[config.mk]
export PLATFORM = sky130hd
export DESIGN_NAME = pixbuf_run_writer
export DESIGN_NICKNAME = d
export VERILOG_FILES = /design/src/rtl/pixbuf_run_writer.sv
export SDC_FILE = /design/constraint.sdc
export NUM_CORES = 1
export LEC_CHECK = 0
export BUFFER_PORTS_ARGS = -buffer_cell sky130_fd_sc_hd__buf_4
export CORE_ASPECT_RATIO = 1.1
export CORE_MARGIN = 5
export CORE_UTILIZATION = 30
export DETAILED_ROUTE_END_ITERATION = 10
export GPL_TIMING_DRIVEN = 0
export PLACE_DENSITY = 0.46
export REMOVE_ABC_BUFFERS = 1
export SETUP_SLACK_MARGIN = 0.5
export SLEW_MARGIN = 10
export SYNTH_ARGS = -nofsm -noshare
export SYNTH_HDL_FRONTEND = slang
export SYNTH_SLANG_ARGS = --single-unit
[constraint.sdc]
create_clock -name clk -period 5.2 [get_ports clk]
set_clock_uncertainty 0.15 [all_clocks]
set_input_delay 0.26 -clock clk [delete_from_list [all_inputs] [get_ports clk]]
set_output_delay 0.26 -clock clk [all_outputs]
set_load 0.05 [all_outputs]
[src/rtl/pixbuf_run_writer.sv]
// Expands (color, length) pixel runs into one pixbuf write per clock, filling
// a single row from address 0 up to ROW_LEN-1 each time row_start pulses.
module pixbuf_run_writer #(
  parameter int ADDR_W  = 10,
  parameter int DATA_W  = 16,
  parameter int LEN_W   = 10,
  parameter int ROW_LEN = 640
) (
  input  logic              clk,
  input  logic              rst,
  input  logic              row_start,
  input  logic              run_valid,
  output logic              run_ready,
  input  logic [DATA_W-1:0] run_color,
  input  logic [LEN_W-1:0]  run_len,
  output logic              wr,
  output logic [ADDR_W-1:0] wr_addr,
  output logic [DATA_W-1:0] wr_data,
  output logic              busy,
  output logic              row_done,
  output logic              overflow
);

  typedef enum logic [1:0] {IDLE, WAIT_RUN, WRITE, DONE} state_t;

  localparam logic [ADDR_W-1:0] LAST_ADDR = ADDR_W'(ROW_LEN - 1);
  localparam logic [LEN_W-1:0]  ONE       = LEN_W'(1);

  state_t              state, state_n;
  logic [ADDR_W-1:0]   addr, addr_n;
  logic [LEN_W-1:0]    remaining, remaining_n;
  logic [DATA_W-1:0]   color, color_n;
  logic                overflow_n;
  logic                wr_n, run_ready_n, busy_n, row_done_n;
  logic [ADDR_W-1:0]   wr_addr_n;
  logic [DATA_W-1:0]   wr_data_n;

  always_ff @(posedge clk) begin
    if (rst) state <= IDLE;
    else     state <= state_n;
  end

  always_comb begin
    state_n     = state;
    addr_n      = addr;
    remaining_n = remaining;
    color_n     = color;
    overflow_n  = overflow;
    wr_n        = 1'b1;
    wr_addr_n   = wr_addr;
    wr_data_n   = wr_data;
    run_ready_n = 1'b0;
    busy_n      = 1'b0;
    row_done_n  = 1'b0;

    // row_start restarts the row from any state; an in-flight run is dropped
    if (row_start) begin
      state_n    = WAIT_RUN;
      addr_n     = '0;
      overflow_n = 1'b0;
    end else begin
      unique case (state)
        IDLE: ;
        WAIT_RUN: begin
          if (run_valid && run_ready && run_len != '0) begin
            state_n     = WRITE;
            color_n     = run_color;
            remaining_n = run_len;
          end
        end
        WRITE: begin
          if (addr == LAST_ADDR) begin
            state_n = DONE;
            if (remaining > ONE) overflow_n = 1'b1;
          end else if (remaining == ONE) begin
            state_n = WAIT_RUN;
            addr_n  = addr + 1'b1;
          end else begin
            addr_n      = addr + 1'b1;
            remaining_n = remaining - 1'b1;
          end
        end
        DONE: state_n = IDLE;
        default: state_n = IDLE;
      endcase
    end

    // Outputs are registered, so they describe the state being entered
    unique case (state_n)
      WAIT_RUN: begin
        run_ready_n = 1'b1;
        busy_n      = 1'b1;
      end
      WRITE: begin
        wr_n      = 1'b0;
        wr_addr_n = addr_n;
        wr_data_n = color_n;
        busy_n    = 1'b1;
      end
      DONE:    row_done_n = 1'b1;
      default: ;
    endcase
  end

  always_ff @(posedge clk) begin
    if (rst) begin
      addr      <= '0;
      remaining <= '0;
      color     <= '0;
      overflow  <= 1'b0;
      wr        <= 1'b1;
      wr_addr   <= '0;
      wr_data   <= '0;
      run_ready <= 1'b0;
      busy      <= 1'b0;
      row_done  <= 1'b0;
    end else begin
      addr      <= addr_n;
      remaining <= remaining_n;
      color     <= color_n;
      overflow  <= overflow_n;
      wr        <= wr_n;
      wr_addr   <= wr_addr_n;
      wr_data   <= wr_data_n;
      run_ready <= run_ready_n;
      busy      <= busy_n;
      row_done  <= row_done_n;
    end
  end

endmodule

==> run_results.csv <==
group,metric,value,unit
global_routing,grt_max_degree,68,
setup_path,r2r_slack,1170,ps
clock_tree,tritoncts,"built",
yosys,seq_area_frac_synth,45.0,%
layout,multi_input_area,1540,um^2
layout,fillerInstances,1009,
hold_path,hold_path_depth,3,
yosys,syn_inst,335,
setup_path,worst_ep_required_time,5320,ps
die,core_area,9940,um^2
clock_tree,clkTransAtPathRegs,80,ps
global_routing,grt.met2_usage,18.8,%
die,start_util,30.9,%
timing,hold_violations,0,
placed_design,gp_congestion,0.806,
global_routing,grt_pass1_wl,12300,um
setup_path,cp.arrival,4150,ps
setup_path,crit_type,"reg -> reg",
global_routing,met3_usage,5.35,%
timing,final.setup.tns,0,ps
layout,n_antenna_cell,0,
global_routing,grt_usage,12.6,%
timing,maxSlewViolCount,0,
global_routing,grt_pass1_vias,2407,
hold_path,min_to,"color[7]",
die,ios,61,
die,num_rows,38,
drt,totalWireLength,7470,um
pwr,p_per_area,311,nW/um^2
clock_tree,ctsHoldBuffers,0,
yosys,avgSynthCellArea,9.16,um^2
yosys,ys_ff_latch,69,
global_routing,grt-ovfl-total,0,
timing,max_freq,248,MHz
pwr,vdd_drop_max,0.138,mV
drt,via_count,2575,
layout,synthToLayoutAreaGrowth,25.6,%
global_routing,grt.busiest_layer,"met2",
clock_tree,cts_resized,0,
timing,fin_crit_sh,77.5,%
hold_path,min_from,"run_color[7]",
setup_path,end_kind,"register",
setup_path,crit_slowest_cell,"ha_2",
setup_path,cp_cell_sequence,"inv_1 -> ha_2 -> nand3_1 -> nor3_1 -> a41oi_1 -> o22a_1 -> nor2_1 -> ha_2 -> clkinv_1 -> or3_1 -> a21oi_1",
placed_design,dpl.hpwl,5120,um
timing,period_minus_slack,4030,ps
clock_tree,clock-sinks,69,
timing,tightest_slew,867,ps
setup_path,cp_max_fo,40,
placed_design,portBuffers,60,
layout,nNetsFinal,427,
global_routing,met1_usage,16.4,%
pwr,p_leak,1.44,nW
yosys,async_flop_share,0,%
setup_path,worstSetupStartpointType,"register",
setup_path,reg2reg_to,"wr_addr[6]",
drt,wl_per_cell,14.6,um
setup_path,reg2regPathDepth,11,
clock_tree,cts_buffers,9,
setup_path,r2r-start,"state[0]",
job,drv_cap,0,
die,die_width,106,um
setup_path,slowest_delay,720,ps
status,status,"finished, final reports clean",
die,die_h,116,um
hold_path,hold_path.class,"in -> reg",
yosys,ys_warn_count,0,
drt,postRouteAntennaNets,0,
layout,regArea,1380,um^2
yosys,yosysUniqueCellTypes,50,
pwr,finalPower,1.20,mW
die,dieArea,12400,um^2
layout,drive_gt1_share,23.4,%
drt,remaining_drc_errors,0,
yosys,yosys_most_used_dff,"dfxtp_1",
yosys,syn_area,3070,um^2
timing,rsz0062_at_grt,"no",
clock_tree,ctsRootBufferMaster,"clkbuf_8",
drt,drtPass1Iterations,5,
clock_tree,cts_max_path_buffers,2,
yosys,synth_edf_count,0,
timing,max_slew_margin,42.0,%
drt,via_per_inst,5.02,
timing,setup_viol,0,
clock_tree,clk_latency,340,ps
clock_tree,h-tree-depth,3,
drt,drt-initial-drc-count,117,
setup_path,cp_common_cell,"ha_2",
clock_tree,postCtsSetupBuffers,0,
global_routing,antenna_found_initial,0,
==> cells in the mapped netlist, types with 5 or more instances <==
| master | instances | share of area [%] |
|---|---|---|
| nor3_1 | 9 | 1.5 |
| inv_1 | 12 | 1.5 |
| nand3_1 | 11 | 1.8 |
| nand2_1 | 11 | 1.3 |
| nor4_1 | 5 | 1.0 |
| mux2i_1 | 19 | 6.2 |
| a211oi_1 | 19 | 4.6 |
| clkbuf_1 | 13 | 1.6 |
| a21oi_1 | 16 | 2.6 |
| nand2b_1 | 6 | 1.2 |
| nor2_1 | 59 | 7.2 |
| o32ai_1 | 9 | 2.6 |
| dfxtp_1 | 69 | 45 |
| ha_1 | 9 | 3.7 |
| xor2_1 | 6 | 1.7 |
| o21ai_0 | 6 | 0.98 |
==> area by class of cell <==
type                       instances  area share (%)
multi-input combinational        233            40.1
tap                              120            3.89
timing repair buffer              62            12.3
inverter                          13            1.27
sequential                        69            35.8
clock buffer                      11            3.93
clock inverter                     5            2.76
==> cell usage in the layout (no fill, tap or decap), types with 3 or more instances in the layout <==
master,synthesis,layout
inv_1,12,12
o21ai_0,6,6
o32ai_1,9,9
nor2_1,59,59
nand4_1,3,3
and3_1,4,4
a21oi_1,16,16
nor3_1,9,9
buf_4,2,60
bufinv_16,0,3
ha_1,9,7
nand3_1,11,11
or2_2,4,4
a2bb2oi_1,4,4
mux2i_1,19,19
nand2b_1,6,6
xor2_1,6,6
clkbuf_8,0,11
nand2_1,11,11
nor4_1,5,5
dfxtp_1,69,69
a211oi_1,19,19
==> logic make-up (layout without fill, tap and decap cells) <==
logic type,count (synthesis),after routing,share of synthesized area [%]
and+or+nand+nor,127,127,21.3
adders and majority gates,9,9,3.67
xor gates and xnor gates,8,8,2.28
AOI/OAI and AO/OA,70,70,16.7
muxes,19,19,6.20
buffers and inverters,33,91,4.85
DFF,69,69,45.0
==> routing by layer <==
| layer | wire (um) | part of all wire [%] |
|---|---|---|
| met5 | 0 | 0 |
| met4 | 80 | 1.1 |
| met3 | 561 | 7.5 |
| met2 | 3230 | 43 |
| met1 | 3590 | 48 |
==> where the power goes <==
part           switching, mW  internal [mW]  leakage [nW]
Sequential           0.00691          0.535         0.557
Clock                  0.210          0.346         0.126
Combinational         0.0570         0.0421         0.759
==> worst max-delay path: cells and delay by family (launching register included) <==
kind / cells / cell delay (ps)
AOI/OAI and AO/OA: 3 / 470
adders and majority gates: 2 / 1210
buffers and inverters: 2 / 560
and+or+nand+nor: 4 / 1240
DFF: 1 / 330
==> through the flow <==
| step | hold WS (ps) | instances | utilization, % | instance area (um^2) | worst slack [ps] |
|---|---|---|---|---|---|
| 5_1_grt | 22.4 | 513 | 38.8 | 3850 | 768 |
| 2_1_floorplan | 175 | 315 | - | 2970 | 1460 |
| 3_5_place_dp | 309 | 497 | 36.2 | 3590 | 803 |
| 6_report | 29.4 | 513 | 38.8 | 3850 | 1170 |
| 4_1_cts | 8.76 | 513 | 38.8 | 3850 | 789 |
| 3_3_place_gp | 300 | 495 | 35.9 | 3570 | 96.8 |
==> how the worst max path moves through the flow <==
stage                  start    endpoint  slack (ps)  cells past startpoint
global route        state[0]  wr_addr[6]         770                     11
detailed placement  state[0]  wr_addr[6]         800                     11
CTS                 state[0]  wr_addr[6]         790                     11
global placement    state[0]  wr_addr[6]         100                     11
floorplan           state[0]  wr_addr[6]        1460                     11
finish              state[0]  wr_addr[6]        1170                     11
==> flip-flops by register name, summed over array words and instances, names as in the netlist <==
name	cells
wr	1
wr_data	16
run_ready	1
state	2
addr	10
color	16
row_done	1
busy	1
wr_addr	10
remaining	10
overflow	1
(Power assumes the default switching activity.)
